## config.mk

```make
export PLATFORM = sky130hd
export DESIGN_NAME = dmem_access_ctrl_flat
export DESIGN_NICKNAME = d
export VERILOG_FILES = /design/src/rtl/dmem_access_ctrl_pkg.sv /design/src/rtl/dmem_access_ctrl_if.sv /design/src/rtl/dmem_access_ctrl_load_align.sv /design/src/rtl/dmem_access_ctrl.sv /design/src/flat_wrapper.sv
export SDC_FILE = /design/constraint.sdc
export NUM_CORES = 1
export LEC_CHECK = 0
export BUFFER_PORTS_ARGS = -buffer_cell sky130_fd_sc_hd__buf_2
export CORE_MARGIN = 8
export CORE_UTILIZATION = 40
export CTS_CLUSTER_DIAMETER = 200
export DETAILED_ROUTE_END_ITERATION = 7
export MAX_ROUTING_LAYER = met4
export PLACE_DENSITY_LB_ADDON = 0.12
export SETUP_SLACK_MARGIN = 0.1
export SYNTH_ARGS = -nofsm -noshare
export SYNTH_HDL_FRONTEND = slang
export SYNTH_SLANG_ARGS = --single-unit
```

## constraint.sdc

```tcl
create_clock -name clk -period 1.7 [get_ports clk]
set_input_delay 0.34 -clock clk [delete_from_list [all_inputs] [get_ports clk]]
set_output_delay 0.34 -clock clk [all_outputs]
set_load 0.01 [all_outputs]
```

## src/rtl/dmem_access_ctrl_pkg.sv

```systemverilog
// rtl/dmem_access_ctrl_pkg.sv - shared pipeline types and load/store helpers
package dmem_access_ctrl_pkg;

  typedef enum logic [1:0] {
    ST_IDLE = 2'd0,
    ST_REQ  = 2'd1,
    ST_DONE = 2'd2
  } state_t;

  localparam logic [2:0] F3_B  = 3'b000;
  localparam logic [2:0] F3_H  = 3'b001;
  localparam logic [2:0] F3_W  = 3'b010;
  localparam logic [2:0] F3_BU = 3'b100;
  localparam logic [2:0] F3_HU = 3'b101;

  // Halves must sit on even addresses, words on multiples of four; bytes never fault.
  function automatic logic misaligned(input logic [2:0] f3, input logic [1:0] a);
    case (f3[1:0])
      2'b00:   return 1'b0;
      2'b01:   return a[0];
      default: return a != 2'b00;
    endcase
  endfunction

  function automatic logic [3:0] byte_en(input logic [2:0] f3, input logic [1:0] a);
    case (f3[1:0])
      2'b00:   return 4'b0001 << a;
      2'b01:   return 4'b0011 << a;
      default: return 4'b1111;
    endcase
  endfunction

  // Narrow stores are replicated so the byte-enabled lane always carries the data.
  function automatic logic [31:0] store_data(input logic [2:0] f3, input logic [31:0] wd);
    case (f3[1:0])
      2'b00:   return {4{wd[7:0]}};
      2'b01:   return {2{wd[15:0]}};
      default: return wd;
    endcase
  endfunction

endpackage

```

## src/rtl/dmem_access_ctrl_if.sv

```systemverilog
// rtl/dmem_access_ctrl_if.sv - data memory request/acknowledge bus
interface dmem_access_ctrl_if;
  logic        mem_req;
  logic        mem_we;
  logic [31:0] mem_addr;
  logic [31:0] mem_wdata;
  logic [3:0]  mem_be;
  logic        mem_ack;
  logic [31:0] mem_rdata;

  modport master (
    output mem_req, mem_we, mem_addr, mem_wdata, mem_be,
    input  mem_ack, mem_rdata
  );

  modport slave (
    input  mem_req, mem_we, mem_addr, mem_wdata, mem_be,
    output mem_ack, mem_rdata
  );
endinterface

```

## src/rtl/dmem_access_ctrl_load_align.sv

```systemverilog
// rtl/dmem_access_ctrl_load_align.sv - lane select and sign/zero extension of load data
module load_align
  import dmem_access_ctrl_pkg::*;
(
  input  logic [31:0] rdata,
  input  logic [1:0]  offset,
  input  logic [2:0]  funct3,
  output logic [31:0] data
);

  logic [31:0] shifted;

  // Move the addressed lane down to bit 0, then extend according to the load type.
  always_comb begin
    shifted = rdata >> {offset, 3'b000};
    case (funct3)
      F3_B:    data = {{24{shifted[7]}}, shifted[7:0]};
      F3_H:    data = {{16{shifted[15]}}, shifted[15:0]};
      F3_BU:   data = {24'h0, shifted[7:0]};
      F3_HU:   data = {16'h0, shifted[15:0]};
      default: data = rdata;
    endcase
  end

endmodule

```

## src/rtl/dmem_access_ctrl.sv

```systemverilog
// rtl/dmem_access_ctrl.sv - MEM-stage data memory access FSM with stall and timeout
module dmem_access_ctrl
  import dmem_access_ctrl_pkg::*;
#(
  parameter int unsigned TIMEOUT_CYCLES = 255
) (
  input  logic                clk,
  input  logic                rst,
  input  logic                MemReadM,
  input  logic                MemWriteM,
  input  logic [2:0]          Funct3M,
  input  logic [31:0]         ALUResultM,
  input  logic [31:0]         WriteDataM,
  dmem_access_ctrl_if.master  mem,
  output logic                StallMem,
  output logic [31:0]         dmem_data_out,
  output logic                MemErr
);

  localparam logic [7:0] TO_LAST = 8'(TIMEOUT_CYCLES - 1);

  state_t      state_q, state_d;
  logic [7:0]  cnt_q;
  logic [1:0]  offset_q;
  logic [2:0]  funct3_q;
  logic [31:0] data_q;
  logic [31:0] load_data;

  logic access, bad_align, start, expire;

  assign access    = MemReadM | MemWriteM;
  assign bad_align = misaligned(Funct3M, ALUResultM[1:0]);
  assign start     = (state_q == ST_IDLE) && access && !bad_align;
  assign expire    = (state_q == ST_REQ) && !mem.mem_ack && (cnt_q == TO_LAST);

  load_align u_load_align (
    .rdata  (mem.mem_rdata),
    .offset (offset_q),
    .funct3 (funct3_q),
    .data   (load_data)
  );

  // State register.
  always_ff @(posedge clk) begin
    if (rst) state_q <= ST_IDLE;
    else     state_q <= state_d;
  end

  // Next state plus the combinational stall and error outputs; both are held low during reset.
  always_comb begin
    state_d  = state_q;
    StallMem = 1'b0;
    MemErr   = 1'b0;
    case (state_q)
      ST_IDLE: begin
        if (start) begin
          state_d  = ST_REQ;
          StallMem = 1'b1;
        end
        MemErr = access && bad_align;
      end
      ST_REQ: begin
        StallMem = 1'b1;
        if (mem.mem_ack || expire) state_d = ST_DONE;
        MemErr = expire;
      end
      ST_DONE: state_d = ST_IDLE;
      default: state_d = ST_IDLE;
    endcase
    if (rst) begin
      StallMem = 1'b0;
      MemErr   = 1'b0;
    end
  end

  // Request latching, ack/timeout handling and load result capture.
  always_ff @(posedge clk) begin
    if (rst) begin
      mem.mem_req   <= 1'b0;
      mem.mem_we    <= 1'b0;
      mem.mem_addr  <= 32'h0;
      mem.mem_wdata <= 32'h0;
      mem.mem_be    <= 4'h0;
      cnt_q         <= 8'h0;
      offset_q      <= 2'b00;
      funct3_q      <= 3'b000;
      data_q        <= 32'h0;
    end else if (start) begin
      mem.mem_req   <= 1'b1;
      mem.mem_we    <= MemWriteM;
      mem.mem_addr  <= {ALUResultM[31:2], 2'b00};
      mem.mem_wdata <= store_data(Funct3M, WriteDataM);
      mem.mem_be    <= byte_en(Funct3M, ALUResultM[1:0]);
      cnt_q         <= 8'h0;
      offset_q      <= ALUResultM[1:0];
      funct3_q      <= Funct3M;
    end else if (state_q == ST_REQ) begin
      if (mem.mem_ack) begin
        mem.mem_req <= 1'b0;
        if (!mem.mem_we) data_q <= load_data;
      end else if (expire) begin
        mem.mem_req <= 1'b0;
        data_q      <= 32'h0;
      end else begin
        cnt_q <= cnt_q + 8'h1;
      end
    end
  end

  assign dmem_data_out = data_q;

endmodule

```

## src/flat_wrapper.sv

```systemverilog
// flat-port wrapper written by rule: the top's interface ports become plain ports
module dmem_access_ctrl_flat import dmem_access_ctrl_pkg::*;
#(
  parameter int unsigned TIMEOUT_CYCLES = 255
)
  (clk, rst, MemReadM, MemWriteM, Funct3M, ALUResultM, WriteDataM, StallMem, dmem_data_out, MemErr, mem_mem_req, mem_mem_we, mem_mem_addr, mem_mem_wdata, mem_mem_be, mem_mem_ack, mem_mem_rdata);
  dmem_access_ctrl_if mem_i ();
  input  logic clk;
  input  logic rst;
  input  logic MemReadM;
  input  logic MemWriteM;
  input  logic [2:0] Funct3M;
  input  logic [31:0] ALUResultM;
  input  logic [31:0] WriteDataM;
  output logic StallMem;
  output logic [31:0] dmem_data_out;
  output logic MemErr;
  output wire logic [$bits(mem_i.mem_req)-1:0] mem_mem_req;
  output wire logic [$bits(mem_i.mem_we)-1:0] mem_mem_we;
  output wire logic [$bits(mem_i.mem_addr)-1:0] mem_mem_addr;
  output wire logic [$bits(mem_i.mem_wdata)-1:0] mem_mem_wdata;
  output wire logic [$bits(mem_i.mem_be)-1:0] mem_mem_be;
  input wire logic [$bits(mem_i.mem_ack)-1:0] mem_mem_ack;
  input wire logic [$bits(mem_i.mem_rdata)-1:0] mem_mem_rdata;
  assign mem_mem_req = mem_i.mem_req;
  assign mem_mem_we = mem_i.mem_we;
  assign mem_mem_addr = mem_i.mem_addr;
  assign mem_mem_wdata = mem_i.mem_wdata;
  assign mem_mem_be = mem_i.mem_be;
  assign mem_i.mem_ack = mem_mem_ack;
  assign mem_i.mem_rdata = mem_mem_rdata;
  dmem_access_ctrl #(.TIMEOUT_CYCLES(TIMEOUT_CYCLES)) u_core (.clk(clk), .rst(rst), .MemReadM(MemReadM), .MemWriteM(MemWriteM), .Funct3M(Funct3M), .ALUResultM(ALUResultM), .WriteDataM(WriteDataM), .mem(mem_i), .StallMem(StallMem), .dmem_data_out(dmem_data_out), .MemErr(MemErr));
endmodule
```

==> summary.txt <==
Pwr
  • Leak pwr: about 3.3 nW
  • Worst VDD drop: 0.0006309 V
  • Pwr Density: ~1000 nW/µm²
  • Tot Pwr: about 7.7 mW

Finish
  • Layout cells sized above 1: 36.98%
  • Most frequent cells in the layout: buf_2 (205), nand2_1 (162), dfxtp_1 (105)
  • Area Overhead vs Synth: 42.22%
  • Fin util: around 58%
  • Filler Cell Count: ~1200
  • Nets: 983
  • Most common cell after layout, fill and taps aside: buf_2

Worst setup path
  • Critical path fanouts, max: 2
  • Crit path launch type: flop
  • Worst EP required: 1.36 ns
  • CP arrival: approximately 1.6 ns
  • Critical path, cell by cell: nand3b_1 > nor4_4 > a21oi_1 > nor3_1 > buf_2
  • Worst Setup End Kind: primary output
  • Critical path class: reg2out
  • Worst R2R Start: u_core.cnt_q[0]$_SDFFE_PP0P_
  • Cells on worst reg2reg path: 7
  • RR Endpoint: u_core.cnt_q[5]$_SDFFE_PP0P_
  • CP max-delay cell: dfxtp_2
  • CP peak stage delay: roughly 0.33 ns
  • R2R setup slack: -0.05 ns

Timing
  • Worst slew pin tran: around 0.53 ns
  • Slew Limit Fails: 0
  • Final setup fails: 4
  • Upper clock frequency limit: ~510 MHz
  • Setup Skew: approximately 0.006 ns
  • Slew headroom: approximately two thirds
  • RSZ-0062 raised after global routing: true
  • Final min period: roughly 2 ns
  • Fin crit share: 114.6%
  • Final Hold Fails: 0
  • Setup ws final: -0.2480 ns

Run status
  • Status: complete, but fails checks
  • Failing checks: setup timing

Synthesis
  • Post-synth EDFFs: 0
  • Yosys warning total: 0
  • Synth cell types: 58
  • Syn avg cell area: around 8.1 µm²
  • Seq/Total Area, Yosys: roughly 43%
  • Post-synthesis cell area: 5301 µm²
  • Cells after Synth: about 660
  • Synthesized flop and latch total: ~120
  • Synth async-reset ratio: 0%
  • Top FF cell, synth: dfxtp_1

Clock network
  • Clock slew at reported path FFs: around 0.050 ns
  • Maximum clock path buffer count: 2
  • Skew-Pair Late Insertion Delay: 0.41 ns
  • Clock H-tree levels: 4
  • Clock root cell: clkbuf_16
  • Clock tree sinks: 115
  • TritonCTS Buffers: 17
  • CTS tree: yes

GRT
  • First-pass GRT wire length: roughly 28 mm
  • Global route hottest layer: met2
  • Largest net degree at the start of global routing: 53
  • GRT Residual Overflow: 0
  • M1 GR Usage: 22.68%
  • Total GRT Usage: 20.07%
  • Initial antenna violation count: 2
  • Met3 usage: 6.898%
  • Grt met2 use: a little under a third
  • Vias in the first global route: around 5600

Detailed routing
  • ANT nets after route: 0
  • Vias per cell: roughly 5.2
  • Drt total wl: ~17 mm
  • Drt first pass iters: 5
  • # DRC: 0
  • Initial drt markers: a little under 300
  • Vias: around 5500
  • Wire per inst: ~16 µm

Die
  • Site row count: 42
  • Ports: between 200 and 250
  • Die span in y: between 100 and 150 µm
  • Die Span X: 131.1 µm
  • Die ar.: ~17000 µm²
  • Core area: 13090 µm²
  • Starting density of the core: between 40% and 50%

Min path
  • Hold Path Class: in2reg
  • Hold Path Stages: 3
  • Hold EP: u_core.mem.mem_addr[23]$_SDFFE_PP0N_
  • Critical hold path startpoint: ALUResultM[23]

Job
  • Max Cap Viol: 0

Placement
  • Dpl hpwl: around 13 mm
  • Gpl congestion: about 0.88
  • Port Buf Inserts: around 200
area by class of cell:
class | instances | area (µm²) | area share, %
clock buffer | 23 | 478.0 | 6.339
tap | 176 | 220.2 | 2.921
multi-input combinational | 473 | 2880 | 38.20
clock inverter | 6 | 80.08 | 1.062
sequential | 115 | 2325 | 30.83
timing repair buffer | 257 | 1503 | 19.93
antenna | 2 | 5.005 | 0.06638
inverter | 13 | 48.80 | 0.6472
layer usage:
| layer | vias to the layer above | wire [µm] |
|---|---|---|
| li1 | 2727 | - |
| met1 | 2582 | 7409 |
| met2 | 188 | 8366 |
| met3 | 30 | 1111 |
| met4 | 0 | 395 |
| met5 | - | 0 |
flip-flops by register name, summed over array words and instances (netlist names):
name                  count
u_core.mem.mem_addr      30
u_core.funct3_q           3
u_core.mem.mem_be         4
u_core.state_q            2
u_core.mem.mem_we         1
u_core.offset_q           2
u_core.mem.mem_wdata     32
u_core.cnt_q              8
u_core.dmem_data_out     32
u_core.mem.mem_req        1
timing repair:
action	CTS	global route
setup buffers	9	3
hold buffers	0	0
resized for setup	29	15
pin swaps	11	6
setup endpoints to repair	31	37
endpoints found under the hold margin	0	0
worst max-delay path by stage:
stage                                     from                                    end  slack, ns  cells past startpoint
2_1_floorplan     u_core.cnt_q[0]$_SDFFE_PP0P_  u_core.dmem_data_out[26]$_SDFFE_PP0P_       0.10                      8
3_3_place_gp                       mem_mem_ack           u_core.cnt_q[4]$_SDFFE_PP0P_      -0.04                      6
3_5_place_dp   u_core.offset_q[0]$_SDFFE_PP0N_  u_core.dmem_data_out[25]$_SDFFE_PP0P_      -0.10                      5
4_1_cts           u_core.cnt_q[6]$_SDFFE_PP0P_                                 MemErr      -0.33                      5
5_1_grt           u_core.cnt_q[5]$_SDFFE_PP0P_                                 MemErr      -0.35                      5
6_report          u_core.cnt_q[6]$_SDFFE_PP0P_                                 MemErr      -0.25                      5
cell families (layout without fill, tap and decap cells):
kind of cell             after synthesis  count (layout)  synth area share [%]
AND/OR/NAND/NOR                      252             252                 20.63
AO/OA/AOI/OAI                        179             179                 22.54
flip-flops                           115             115                 43.43
buffers and inverters                 69             299                 5.735
multiplexers                          33              33                 6.302
XOR/XNOR                               5               5                0.8260
adder cells (fa/ha/maj)                2               2                0.4720
other                                  1               4               0.07074
synth_stat cells, types with 2 or more instances:
| cell | count | area [µm²] |
|---|---|---|
| a21oi_1 | 65 | 325.3 |
| mux2i_1 | 30 | 300.3 |
| and2_0 | 2 | 12.51 |
| o311ai_0 | 7 | 61.31 |
| and3_1 | 2 | 12.51 |
| a311oi_1 | 10 | 87.58 |
| nand3_1 | 2 | 10.01 |
| nor3_1 | 8 | 40.04 |
| clkbuf_1 | 27 | 101.4 |
| buf_1 | 4 | 15.01 |
| o22ai_1 | 2 | 12.51 |
| o21ai_0 | 33 | 165.2 |
| mux2_2 | 3 | 33.78 |
| inv_1 | 12 | 45.04 |
| a211oi_1 | 5 | 37.54 |
| buf_4 | 3 | 22.52 |
| ha_1 | 2 | 25.02 |
| nor2b_1 | 7 | 43.79 |
| nand2b_1 | 13 | 81.33 |
| and2_1 | 6 | 37.54 |
| dfxtp_1 | 115 | 2302 |
| or4_1 | 2 | 15.01 |
| a22oi_1 | 2 | 15.01 |
| xnor2_1 | 4 | 35.03 |
| o2bb2ai_1 | 14 | 122.6 |
| a2bb2oi_1 | 4 | 35.03 |
| buf_2 | 21 | 105.1 |
| nor2_1 | 36 | 135.1 |
| a22o_1 | 18 | 157.7 |
| nand2_1 | 162 | 608.1 |
| nor4_1 | 2 | 12.51 |
| a32oi_1 | 7 | 61.31 |
where the power goes:
part | internal, mW | switching [mW]
clock network | 2.23 | 1.17
registers | 2.88 | 0.104
logic | 0.587 | 0.740
metrics by stage:
stage,setup slack (ns),instances,hold WS (ns),instance area [µm²],setup TNS (ns)
detailed placement,-0.1002,1022,0.4445,6713,-1.674
floorplan,0.1029,657,0.4466,5363,0
CTS,-0.3306,1060,0.1450,7453,-0.3520
global placement,-0.04322,1022,0.4390,6713,-0.09289
global route,-0.3454,1065,0.1428,7540,-1.389
finish,-0.2480,1065,0.1601,7540,-0.3021
worst max-delay path: cells and delay by family, from the launching register on:
kind	cells	cell delay, ns
AOI/OAI and AO/OA	1	0.06
buffers and inverters	1	0.17
DFF	1	0.33
and+or+nand+nor	3	0.63
No activity file was read; power rests on OpenSTA's default activity.
